File: src/rtl/regfile_pkg.sv
// regfile_pkg: shared sizing constants and types for the register file
package regfile_pkg;
  localparam int DATA_W = 8;
  localparam int ADDR_W = 4;
  localparam int DEPTH = 2 ** ADDR_W;
  typedef logic [DATA_W-1:0] data_t;
  typedef logic [ADDR_W-1:0] addr_t;
endpackage

File: src/rtl/regfile_read_port.sv
// regfile_read_port: combinational DEPTH:1 read mux over the register array
module regfile_read_port #(
  parameter int DATA_W = regfile_pkg::DATA_W,
  parameter int ADDR_W = regfile_pkg::ADDR_W
) (
  input  logic [DATA_W-1:0] regs [2**ADDR_W],
  input  logic [ADDR_W-1:0] addr,
  output logic [DATA_W-1:0] data
);
  assign data = regs[addr];
endmodule

File: src/rtl/register_file_8x4.sv
// register_file_8x4: 16x8 register file, two combinational reads, one clocked write
module register_file_8x4 #(
  parameter int DATA_W = regfile_pkg::DATA_W,
  parameter int ADDR_W = regfile_pkg::ADDR_W
) (
  input  logic              clk,
  input  logic              rst,
  input  logic              wr,
  input  logic [ADDR_W-1:0] R1,
  input  logic [ADDR_W-1:0] R2,
  input  logic [ADDR_W-1:0] Rw,
  input  logic [DATA_W-1:0] Din,
  output logic [DATA_W-1:0] OUT1,
  output logic [DATA_W-1:0] OUT2
);
  logic [DATA_W-1:0] regs [2**ADDR_W];
  // reset clears every entry and wins over a same-cycle write
  always_ff @(posedge clk)
    if (rst)
      for (int i = 0; i < 2**ADDR_W; i++) regs[i] <= '0;
    else if (wr)
      regs[Rw] <= Din;
  regfile_read_port #(.DATA_W(DATA_W), .ADDR_W(ADDR_W)) u_rp1 (.regs(regs), .addr(R1), .data(OUT1));
  regfile_read_port #(.DATA_W(DATA_W), .ADDR_W(ADDR_W)) u_rp2 (.regs(regs), .addr(R2), .data(OUT2));
endmodule

File: config.mk
export PLATFORM = sky130hd
export DESIGN_NAME = register_file_8x4
export DESIGN_NICKNAME = d
export VERILOG_FILES = /design/src/rtl/regfile_pkg.sv /design/src/rtl/regfile_read_port.sv /design/src/rtl/register_file_8x4.sv
export SDC_FILE = /design/constraint.sdc
export NUM_CORES = 1
export LEC_CHECK = 0
export CORE_UTILIZATION = 35
export CTS_CLUSTER_DIAMETER = 120
export DETAILED_ROUTE_END_ITERATION = 8
export RECOVER_POWER = 50
export SYNTH_ARGS = -nofsm -noshare
export SYNTH_HDL_FRONTEND = slang
export SYNTH_SLANG_ARGS = --single-unit
File: constraint.sdc
create_clock -name clk -period 2.4 [get_ports clk]
set_input_delay 0.48 -clock clk [delete_from_list [all_inputs] [get_ports clk]]
set_output_delay 0.48 -clock clk [all_outputs]
set_load 0.1 [all_outputs]
==> impl_metrics.ini <==
[status]
result_of_the_run = finished, final reports clean

[global_routing]
first_pass_grt_wire_length_mm = 38.8
globalRoute.totalOverflow = 0
globalRouteMet3Util_pct = 5.90
grt_max_degree = 61
via_count_of_the_first_global_routing_pass = 6266
grt_most_used_layer = met2
antenna_violations_before_repair = 0
met1_usage_pct = 36.9
global_route.usage.met2_pct = 38.2
grtUsageTotal_pct = 25.8

[placed_design]
i_o_buffers = 38
post-place-cells = 1014
gp_congestion = 0.830
place.detailed.hpwl_mm = 14.6
dp_worst_setup_slack_ps = -383

[critical_path]
crit_path_cell_trace = buf_6 -> buf_12 -> mux4_2 -> a22oi_2 -> nand2_2 -> buf_12
kind_of_critical_path = in -> out
critPathMostFrequentCell = sky130_fd_sc_hd__buf_12
cp_max_stage_cell = sky130_fd_sc_hd__mux4_2
worstReg2RegStart = regs[55]$_SDFFE_PP0P_
path_max_fanout = 6
crit_path_max_incr_delay_ps = 530
cp.arrival_ps = 1910
r2r.worst_path.cells = 2
worst_r2r_endpoint = regs[55]$_SDFFE_PP0P_
end_kind = primary output
cp_data_required_time_ps = 1920
critPathLaunchType = input port
delay_heaviest_family_cp = multiplexers
worst-r2r-setup-slack_ps = 1660
worstPathBufferInverterCount = 3

[synth]
synth_compound_gate_area_share_pct = 21.7
yosysWarningCount = 0
netlist-cell-type-count = 26
syn_avg_cell_area_sq_um = 9.22
synth_top_cells_by_area = sky130_fd_sc_hd__dfxtp_1 (37%), sky130_fd_sc_hd__mux4_2 (19%), sky130_fd_sc_hd__nand3_1 (9.3%)
synth.largest_area_cell = sky130_fd_sc_hd__dfxtp_1
post_synth_fa_ha_maj_area_fraction_pct = 0
synthCells = 761
yosys-mux-area-fraction_pct = 20.9
seq_area_frac_synth_pct = 36.5
synth_top_area_share_pct = 36.5
post_synth_instance_area_sq_um = 7020
synthSimpleGateAreaFrac_pct = 13.4
synth_top_family_by_area = compound AO/OA/AOI/OAI gates
synth-xor-area-share_pct = 0
synth_seq_cells = 128
synth.net_count = 784

[timing]
setup_violations = 0
fin_crit_sh_pct = 99.7
worst_clock_skew_ps = 0
final.hold.worst_slack_ps = 487
unrepaired_setup_endpoints_after_global_routing = false
final_critical_path_setup_slack_ps = 6.16
post-route-min-period_ps = 2390
worst_slew_margin_rel_pct = 35.7
finalHoldViolations = 0
fmaxAchievable_mhz = 418
slew_viol_final = 0
worst_slew_pin_slew_ps = 965

[drt]
drt_drc_violations_left = 0
routed_wirelength_mm = 25.5
drt-pass1-iter-count = 5
final_antenna_net_count = 0
detail_route.iter0.violations = 981
vias = 6681
wl_per_cell_um = 24.2
viasPerCell = 6.34

[clock_network]
clock_pin_slew_of_the_registers_on_the_worst_case_setup_and_hold_paths_ps = 60
insertion_delay_ps = 420
clock_tree_from_tritoncts = done
clock_buffer_depth = 2
cts.hold.buffers_added = 0
h-tree-depth = 4
tritoncts.num_buffers = 17
cts.sinks = 128
root_buffer = sky130_fd_sc_hd__clkbuf_16

[power]
leakage_nw = 2.88
ir_drop_mv = 0.408
cellPowerDensity_nw_per_um2 = 613

[layout]
largest_register_ffs = 128
layout-area-overhead-vs-synth_pct = 25.0
largest_registers = regs (128)
nNetsFinal = 799
stdcell_count = 1054
largest_register = regs
final_util_pct = 44.8
antenna_cells = 0
layout-drive-gt1-share_pct = 26.9

[floorplan]
num_rows = 51
start_util_pct = 35.8
die_height_um = 144
io_pins = 39
core_sq_um = 19600
die_area_sq_um = 20600
die_width_um = 144

[job]
max-cap-violations = 0

[worst_hold_path]
whs_endpoint = regs[44]$_SDFFE_PP0P_
timing.hold.worst_path_depth = 2
min-delay-start = regs[44]$_SDFFE_PP0P_
min-delay-path-class = reg -> reg
-- metal layers --
layer / vias to the layer above / wire length, um / share of wire (%)
met5: - / 0 / 0
li1: 2903 / - / -
met4: 0 / 576 / 2.3
met2: 395 / 11300 / 44
met1: 3345 / 11000 / 43
met3: 38 / 2660 / 10
-- Yosys cell counts (all sizes together) --
| master | number |
|---|---|
| a21oi | 128 |
| a22oi | 32 |
| and2 | 3 |
| and3 | 2 |
| and3b | 4 |
| buf | 42 |
| clkbuf | 63 |
| dfxtp | 128 |
| mux4 | 64 |
| nand2 | 17 |
| nand2b | 2 |
| nand3 | 130 |
| nand3b | 4 |
| nor2 | 3 |
| nor2b | 6 |
| nor3b | 2 |
| o21ai | 128 |
| or2 | 1 |
| or3b | 2 |
-- through the flow --
stage | area [sq um] | TNS (ps) | total power, W
finish | 8770 | 0 | 0.00538
global route | 8770 | 0 | 0.00552
detailed placement | 8010 | -5180 | 0.00288
CTS | 8820 | 0 | 0.00538
floorplan | 7060 | 0 | 0.00260
global placement | 8010 | -4630 | 0.00287
-- timing repair --
item / CTS / global route
pin swaps: 1 / 1
setup endpoints to repair: 16 / 11
setup buffers: 5 / 0
gates cloned: 3 / 0
gates resized for setup: 39 / 7
-- area by class of cell --
class,count,area (sq um)
multi-input combinational,528,4100
fill,1880,10800
sequential,128,2560
clock buffer,26,469
tap,265,332
clock inverter,6,82.6
timing repair buffer,101,1220
-- power by group --
group          leakage, nW  total [W]  switching (W)  internal [W]
clock network        0.266    0.00249       0.000939       0.00155
logic                 1.58   0.000713       0.000456      0.000257
registers             1.03    0.00217      0.0000188       0.00215
-- kinds of logic (layout without fill, tap and decap cells) --
kind of cell | after synthesis | count (layout)
compound gates | 288 | 288
buf+inv | 105 | 133
flops | 128 | 128
mux | 64 | 64
simple gates | 176 | 176
-- cells in the final DEF, fill, tap and decap left out, types with 3 or more instances in the layout --
cell type / Yosys / layout
sky130_fd_sc_hd__mux4_2: 58 / 58
sky130_fd_sc_hd__dfxtp_1: 128 / 128
sky130_fd_sc_hd__mux4_1: 6 / 6
sky130_fd_sc_hd__dlygate4sd2_1: 0 / 4
sky130_fd_sc_hd__and3b_1: 4 / 4
sky130_fd_sc_hd__dlygate4sd3_1: 0 / 3
sky130_fd_sc_hd__o21ai_0: 124 / 124
sky130_fd_sc_hd__a22oi_2: 0 / 18
sky130_fd_sc_hd__clkbuf_1: 61 / 11
sky130_fd_sc_hd__a21oi_1: 128 / 128
sky130_fd_sc_hd__nor2b_2: 0 / 3
sky130_fd_sc_hd__o21ai_1: 4 / 4
sky130_fd_sc_hd__clkbuf_2: 2 / 6
sky130_fd_sc_hd__nand2_2: 0 / 16
sky130_fd_sc_hd__a22oi_1: 32 / 14
sky130_fd_sc_hd__buf_12: 1 / 30
sky130_fd_sc_hd__nand3b_1: 4 / 4
sky130_fd_sc_hd__nor2b_4: 0 / 3
sky130_fd_sc_hd__clkdlybuf4s50_1: 0 / 10
sky130_fd_sc_hd__buf_6: 11 / 5
sky130_fd_sc_hd__clkinv_2: 0 / 3
sky130_fd_sc_hd__buf_4: 1 / 35
sky130_fd_sc_hd__nand3_1: 130 / 130
sky130_fd_sc_hd__clkbuf_16: 0 / 17
-- tightest hold or removal path: stages, from the launching register on --
cell and delay [ps]:
sky130_fd_sc_hd__dfxtp_1 310, sky130_fd_sc_hd__o21ai_0 70, sky130_fd_sc_hd__a21oi_1 60
-- worst max-delay path by stage --
stage           from       to  slack (ps)  cells after the start
6_report       R2[0]  OUT2[7]           6                      6
5_1_grt        R2[0]  OUT2[7]           8                      6
4_1_cts        R2[0]  OUT2[3]         0.6                      6
3_5_place_dp   R2[2]  OUT2[7]        -380                      5
3_3_place_gp   R2[2]  OUT2[7]        -340                      5
2_1_floorplan  R2[1]  OUT2[0]          50                      6
Note: power is estimated with default switching activity, not from simulation.
